### src/rtl/signal_stats.sv
// ============================================================================
// Module   : signal_stats
// Brief    : Windowed DC mean / peak max / peak min / peak-to-peak over
//            non-overlapping windows of 2^LOG2_N accepted ADC samples.
// Revision : 1.0 - initial release
// ============================================================================
`default_nettype none

module signal_stats #(
  parameter int WIDTH  = 12,
  parameter int LOG2_N = 10
) (
  input  logic             CLK,
  input  logic             RST,
  input  logic [WIDTH-1:0] DATA_IN,
  input  logic             DATA_VALID,
  input  logic             CLEAR,
  output logic [WIDTH-1:0] mean,
  output logic [WIDTH-1:0] vmax,
  output logic [WIDTH-1:0] vmin,
  output logic [WIDTH-1:0] vpp,
  output logic             UPDATE,
  output logic             STATS_VALID
);

  localparam int                ACC_W  = WIDTH + LOG2_N;
  localparam logic [LOG2_N-1:0] C_LAST = '1;

  typedef enum logic [0:0] {
    S_FILL = 1'b0,
    S_RUN  = 1'b1
  } state_t;

  state_t             r_state;
  logic [LOG2_N-1:0]  r_cnt;
  logic [ACC_W-1:0]   r_acc;
  logic [WIDTH-1:0]   r_max;
  logic [WIDTH-1:0]   r_min;

  logic [ACC_W-1:0]   w_sum;
  logic [WIDTH-1:0]   w_nmax;
  logic [WIDTH-1:0]   w_nmin;
  logic               w_last;

  // Running statistics including the sample presented this cycle.
  always_comb begin
    w_sum  = r_acc + ACC_W'(DATA_IN);
    w_nmax = (DATA_IN > r_max) ? DATA_IN : r_max;
    w_nmin = (DATA_IN < r_min) ? DATA_IN : r_min;
    w_last = (r_cnt == C_LAST);
  end

  always_ff @(posedge CLK) begin
    if (RST) begin
      r_state     <= S_FILL;
      r_cnt       <= '0;
      r_acc       <= '0;
      r_max       <= '0;
      r_min       <= '1;
      mean        <= '0;
      vmax        <= '0;
      vmin        <= '0;
      vpp         <= '0;
      UPDATE      <= 1'b0;
      STATS_VALID <= 1'b0;
    end else begin
      UPDATE      <= 1'b0;
      STATS_VALID <= (r_state == S_RUN);
      if (CLEAR) begin
        // A sample arriving with CLEAR is dropped; published results stay.
        r_cnt <= '0;
        r_acc <= '0;
        r_max <= '0;
        r_min <= '1;
      end else if (DATA_VALID && !w_last) begin
        r_cnt <= r_cnt + LOG2_N'(1);
        r_acc <= w_sum;
        r_max <= w_nmax;
        r_min <= w_nmin;
      end else if (DATA_VALID) begin
        mean        <= w_sum[ACC_W-1:LOG2_N];
        vmax        <= w_nmax;
        vmin        <= w_nmin;
        vpp         <= w_nmax - w_nmin;
        UPDATE      <= 1'b1;
        STATS_VALID <= 1'b1;
        r_state     <= S_RUN;
        r_cnt       <= '0;
        r_acc       <= '0;
        r_max       <= '0;
        r_min       <= '1;
      end
    end
  end

endmodule

`default_nettype wire

### config.mk
export PLATFORM = sky130hd
export DESIGN_NAME = signal_stats
export DESIGN_NICKNAME = d
export VERILOG_FILES = /design/src/rtl/signal_stats.sv
export SDC_FILE = /design/constraint.sdc
export NUM_CORES = 1
export LEC_CHECK = 0
export CAP_MARGIN = 25
export CORE_ASPECT_RATIO = 1.75
export CORE_MARGIN = 1.5
export CORE_UTILIZATION = 61
export CTS_CLUSTER_DIAMETER = 80
export CTS_CLUSTER_SIZE = 40
export DETAILED_ROUTE_END_ITERATION = 6
export PLACE_DENSITY = 0.86
export SETUP_SLACK_MARGIN = 0.3
export SYNTH_ARGS = -nofsm -noshare
export SYNTH_HDL_FRONTEND = slang
export SYNTH_SLANG_ARGS = --single-unit
export TNS_END_PERCENT = 50
### constraint.sdc
create_clock -name CLK -period 7.6 [get_ports CLK]
set_clock_uncertainty 0.05 [all_clocks]
set_input_delay 1.14 -clock CLK [delete_from_list [all_inputs] [get_ports CLK]]
set_output_delay 1.14 -clock CLK [all_outputs]
set_load 0.05 [all_outputs]
==> results of run 1 <==
## layout make-up
| class | count | area (sq um) | share of cell area |
|---|---|---|---|
| multi-input cells | 522 | 3420 | 0.503 |
| flip-flops and latches | 106 | 2120 | 0.312 |
| repair buffers | 69 | 676 | 0.0993 |
| clock buffers | 9 | 225 | 0.0331 |
| well taps | 120 | 150 | 0.0221 |
| inverters | 33 | 124 | 0.0182 |
| clock inverters | 7 | 86.3 | 0.0127 |
## per-stage QoR
step                power [mW]  utilization  hold WS (ps)  instances  worst slack (ps)
floorplan                0.713            -           379        695              2920
global placement         0.763        0.709           393        849              2030
detailed placement       0.771        0.709           402        850              1890
CTS                       1.25        0.743           412        866              2150
global route              1.30        0.743           442        866              1780
finish                    1.25        0.743           409        866              2020
## kinds of logic after synthesis
family	after synthesis	synth area share
AOI/OAI and AO/OA	172	0.198
xor gates and xnor gates	28	0.0423
adders and majority gates	49	0.108
buffers and inverters	67	0.0445
DFF	106	0.366
muxes	24	0.0438
and+or+nand+nor	249	0.197
## synthesized netlist by cell type, types with 3 or more instances
library cell,count
o211ai_1,7
nand3_1,23
nand2b_1,3
nor2b_1,4
mux2_2,11
a32o_1,3
o21a_1,9
or2_2,3
o21ai_0,20
buf_1,3
nand2_1,61
a2bb2oi_1,3
a22oi_1,15
a21o_1,9
o22ai_1,12
o31ai_1,3
nor3_1,24
a31oi_1,11
inv_1,32
clkbuf_1,26
dfxtp_1,106
xor2_1,15
a211oi_1,29
ha_1,47
buf_2,5
a21oi_1,37
and3_1,6
nand4_1,8
xnor2_1,13
nand3b_1,6
mux2i_1,13
or3_1,10
nor2_1,91
## worst register-to-register path, stage by stage, from the launching register on
cell	delay (ps)
dfxtp_1	360
inv_1	50
ha_1	290
a21oi_1	140
nor2_1	50
a211oi_1	520
nand2_1	590
mux2i_1	340
ha_1	310
or3_1	450
or3_1	330
o211ai_1	300
nor2b_1	280
xnor2_1	170
nand2_1	90
a21oi_1	160
## registers in the layout, indices dropped and copies added, names as in the netlist
name	flops
UPDATE	1
mean	12
r_acc	22
r_cnt	10
r_max	12
r_min	12
r_state	1
vmax	12
vmin	12
vpp	12
## cells in the final DEF (no fill, tap or decap), drive strengths merged, types with 11 or more instances in the layout
cell,instances
ha,47
nand2,61
a22oi,15
xor2,15
nor2,91
dfxtp,106
o21ai,22
inv,36
nand3,23
a211oi,29
o22ai,12
mux2i,13
mux2,11
xnor2,13
nor3,25
clkdlybuf4s50,64
a21oi,37
a31oi,11
## power groups by stage
stage	Sequential, mW	Combinational, mW	Clock, mW
after floorplan	0.579	0.134	0
after global placement	0.580	0.183	0
after detailed placement	0.581	0.190	0
final	0.568	0.198	0.488
after CTS	0.568	0.193	0.489
after global routing	0.569	0.214	0.514
## layer usage
layer / part of all wire / up-vias / wire (um) / global-route usage
met2: 0.53 / 189 / 8530 / 0.601
li1: - / 2593 / - / -
met3: 0.040 / 63 / 633 / 0.0498
met1: 0.37 / 2579 / 5890 / 0.329
met4: 0.058 / 0 / 924 / 0.211
met5: 0 / - / 0 / 0
## worst max path at each step
stage / start / to / slack (ps) / depth (start not counted)
after global routing: DATA_IN[9] / vpp[9] / 1780 / 15
after CTS: DATA_IN[9] / vpp[9] / 2150 / 15
final: DATA_IN[9] / vpp[9] / 2020 / 15
after global placement: DATA_IN[5] / vpp[10] / 2030 / 16
after detailed placement: DATA_IN[9] / vpp[10] / 1890 / 16
after floorplan: DATA_IN[1] / vpp[9] / 2920 / 15
==> out/metrics.yaml, run 1 <==
min-delay-start: "vpp[6]"
drive_gt1_frac: 0.0509
power.internal_mw: 0.900
clock_path_buffers: 2
p_clk_frac: 0.389
ios: 66
path_max_fanout: 12
finalHoldViolations: 0
slew_headroom: 0.335
diodes: 0
avgSynthCellArea_sq_um: 8.34
grt_first_pass_wirelength_mm: 26.1
status: "completed"
fin_crit_ps: 5580
fin_area_sq_um: 6800
path_buf_inv: 1
portBuffers: 65
die_area_sq_um: 10100
rsz0062_at_grt: "no"
fmax_ghz: 0.179
place_area_sq_um: 6490
slowest_stage: "clkdlybuf4s50_1"
crit_required_ps: 7830
yosys_warnings: 0
slowest_delay_ps: 650
slew_violations: 0
ys_async_sr_fraction: 0
r2r_slack_ps: 3060
cts_tree: "built"
cts_buffers: 9
switchingPower_mw: 0.354
synthesis.nets: 760
core-area_sq_um: 9150
syn2layout_area_growth_pct: 17.4
max_cap_viol_count: 0
fin_crit_sh: 0.734
drc: 0
grt_antenna_before_repair: 0
wl_mm: 16.0
combPwrFrac: 0.158
path_clk_slew_ps: 70
place_congestion: 0.965
synth_top_area_frac: 0.366
die_w_um: 76.7
htreeDepth: 3
rr_worst_depth: 15
fin_tns_setup_ps: 0
setup_viol: 0
vias_per_cell: 6.26
r2r-end: "vpp[9]"
num_vias: 5424
end_kind: "register"
synthCells: 695
power_density_nw_per_um2: 184
drtAntennaViolNets: 0
synth_ff_type: "dfxtp_1"
holdPathEnd: "vpp[6]"
grt_max_degree: 71
synth_top_area_cell: "dfxtp_1"
reg2reg_from: "r_min[9]"
p_seq_frac: 0.453
wire_per_inst_um: 18.5
postCtsSetupRepairBufs: 0
synth-edff-count: 0
grt_pass1_vias: 5429
clock_latency_ps: 350
ir_drop_mv: 0.126
yosys_register_bits: 106
synth_area_sq_um: 5790
worstMarginPinSlew_ps: 998
power.leakage_nw: 2.61
dr.pass1.iters: 7
dieHeight_um: 132
grt_usage: 0.325
ctsHoldBuffers: 0
hpwl_mm: 11.4
gr-total-overflow: 0
finalNetCount: 806
rows: 46
arrival_ps: 5810
cp_top_family: "simple AND/OR/NAND/NOR gates"
cts_num_sinks: 106
cts_root_buf: "clkbuf_16"
worstHoldPathCells: 2
min_path_type: "reg -> reg"
synth_area_leaders: "dfxtp_1 (37%), ha_1 (10%), nor2_1 (5.9%)"
start_util: 0.633
setup.worst_path.class: "in -> reg"
switching_share: 0.282
drt_iter0_markers: 312
yosysUniqueCellTypes: 52
cts_resized: 0
cp_cell_sequence: "clkdlybuf4s50_1 -> ha_1 -> a21oi_1 -> nor2_1 -> a211oi_1 -> nand2_1 -> mux2i_1 -> ha_1 -> or3_1 -> or3_1 -> o211ai_1 -> nor2b_1 -> xnor2_1 -> nand2_1 -> a21oi_1"
n_fill_cell: 674
crit_path_start_kind: "input pin"
ys_seq_area_frac: 0.366
(Power assumes the default switching activity.)
==> run 2: changes to the inputs <==
Settings changed: CORE_UTILIZATION 61 to 57, PLACE_DENSITY 0.86 to 0.81.
Clock period 7.6 ns to 5.8 ns, I/O delays scaled along.
==> out/metrics.yaml, run 2 (synthesized netlist as in run 1, its figures left out) <==
fin_crit_sh: 0.850
ir_drop_mv: 0.172
wl_mm: 16.0
path_clk_slew_ps: 70
fmax_ghz: 0.203
crit_path_start_kind: "input pin"
switchingPower_mw: 0.449
portBuffers: 65
largest_reg_flops: 22
drt_iter0_markers: 403
combPwrFrac: 0.155
drive_gt1_frac: 0.0547
cts_root_buf: "clkbuf_16"
power_density_nw_per_um2: 243
n_fill_cell: 787
dp_cells: 859
diodes: 0
final_cell_mix: "dfxtp_1 (106), nor2_1 (91), clkdlybuf4s50_1 (64)"
largest_register: "r_acc"
switching_share: 0.270
cp_cell_sequence: "clkdlybuf4s50_1 -> ha_1 -> nor2b_1 -> o211ai_1 -> a211o_1 -> a31oi_1 -> buf_4 -> mux2_2 -> ha_1 -> or3_1 -> or3_1 -> o211ai_1 -> nor2b_1 -> xnor2_1 -> nand2_1 -> a21oi_1"
die_w_um: 79.2
die_area_sq_um: 10800
arrival_ps: 5160
postCtsSetupRepairBufs: 0
fin_tns_setup_ps: 0
worstMarginPinSlew_ps: 1020
instances_no_fill: 874
gr-total-overflow: 0
slowest_delay_ps: 650
core-area_sq_um: 9850
min_path_type: "reg -> reg"
p_seq_frac: 0.448
cts_tree: "built"
num_vias: 5430
grt_usage: 0.309
cts_buffers: 9
hpwl_mm: 11.8
crit_required_ps: 6030
path_max_fanout: 15
p_clk_frac: 0.397
grt_antenna_before_repair: 0
seq_area_sq_um: 2120
fin_ws_ps: 869
power.internal_mw: 1.21
max_cap_viol_count: 0
cp_top_family: "simple AND/OR/NAND/NOR gates"
finalHoldViolations: 0
slew_headroom: 0.322
multi_input_area_sq_um: 3420
clock_path_buffers: 2
syn2layout_area_growth_pct: 18.2
path_buf_inv: 2
cts_num_sinks: 106
setup.worst_path.class: "in -> reg"
finalNetCount: 810
place_area_sq_um: 6530
rsz0062_at_grt: "no"
vias_per_cell: 6.21
end_kind: "register"
slowest_stage: "clkdlybuf4s50_1"
grt_pass1_vias: 5412
fin_area_sq_um: 6850
fin_crit_ps: 4930
ctsHoldBuffers: 0
cts_resized: 0
status: "completed"
place_congestion: 0.931
grt_max_degree: 70
start_util: 0.588
grt_first_pass_wirelength_mm: 25.8
layout_commonest_cell: "dfxtp_1"
ios: 66
setup_viol: 0
wire_per_inst_um: 18.4
dr.pass1.iters: 5
rows: 48
clock_latency_ps: 360
drtAntennaViolNets: 0
drc: 0
dp_slack_ps: 545
power.leakage_nw: 2.62
dieHeight_um: 136
htreeDepth: 3
slew_violations: 0
## run 2: cell count changes in the layout (fill, tap and decap cells not counted)
| cell | before | now |
|---|---|---|
| clkinvlp_4 | 1 | 3 |
| clkinv_4 | 2 | 0 |
| buf_2 | 1 | 2 |
| buf_4 | 4 | 6 |
| buf_6 | 0 | 1 |
| bufinv_16 | 1 | 2 |
| inv_8 | 2 | 0 |
## run 2: worst min-delay path: stages, from the launching register on
cell	delay, ps
dfxtp_1	310
nand2_1	50
a21oi_1	50
## run 2: worst paths after layout
kind / from / to / slack (ps) / depth (start not counted)
worst max-delay path: DATA_IN[1] / vpp[9] / 870 / 16
worst min-delay path: r_acc[2] / r_acc[2] / 410 / 2
worst max register to register: r_min[5] / vpp[9] / 1720 / 16
worst min register to register: r_acc[2] / r_acc[2] / 410 / 2
## run 2: stage by stage
stage	util	hold WS, ps	power, mW
2_1_floorplan	-	379	0.934
3_3_place_gp	0.661	395	1.00
3_5_place_dp	0.663	407	1.01
4_1_cts	0.695	418	1.66
5_1_grt	0.695	431	1.72
6_report	0.695	414	1.66
## run 2: final cells by class
type / instances / share of cell area
clock buffer: 9 / 0.0329
sequential: 106 / 0.310
clock inverter: 6 / 0.0133
inverter: 33 / 0.0181
multi-input combinational: 522 / 0.500
tap: 125 / 0.0228
timing repair buffer: 73 / 0.103
## run 2: power by group through the flow
stage | registers, mW | clock network (mW) | logic, mW
final | 0.744 | 0.661 | 0.258
after global routing | 0.745 | 0.696 | 0.281
after CTS | 0.744 | 0.662 | 0.253
after detailed placement | 0.761 | 0 | 0.252
after global placement | 0.760 | 0 | 0.244
after floorplan | 0.759 | 0 | 0.175
## run 2: layer usage
layer | track usage | routed length (um) | share of wire
met4 | 0.176 | 765 | 0.048
met2 | 0.576 | 8590 | 0.54
met3 | 0.0490 | 788 | 0.049
met1 | 0.318 | 5900 | 0.37
met5 | 0 | 0 | 0
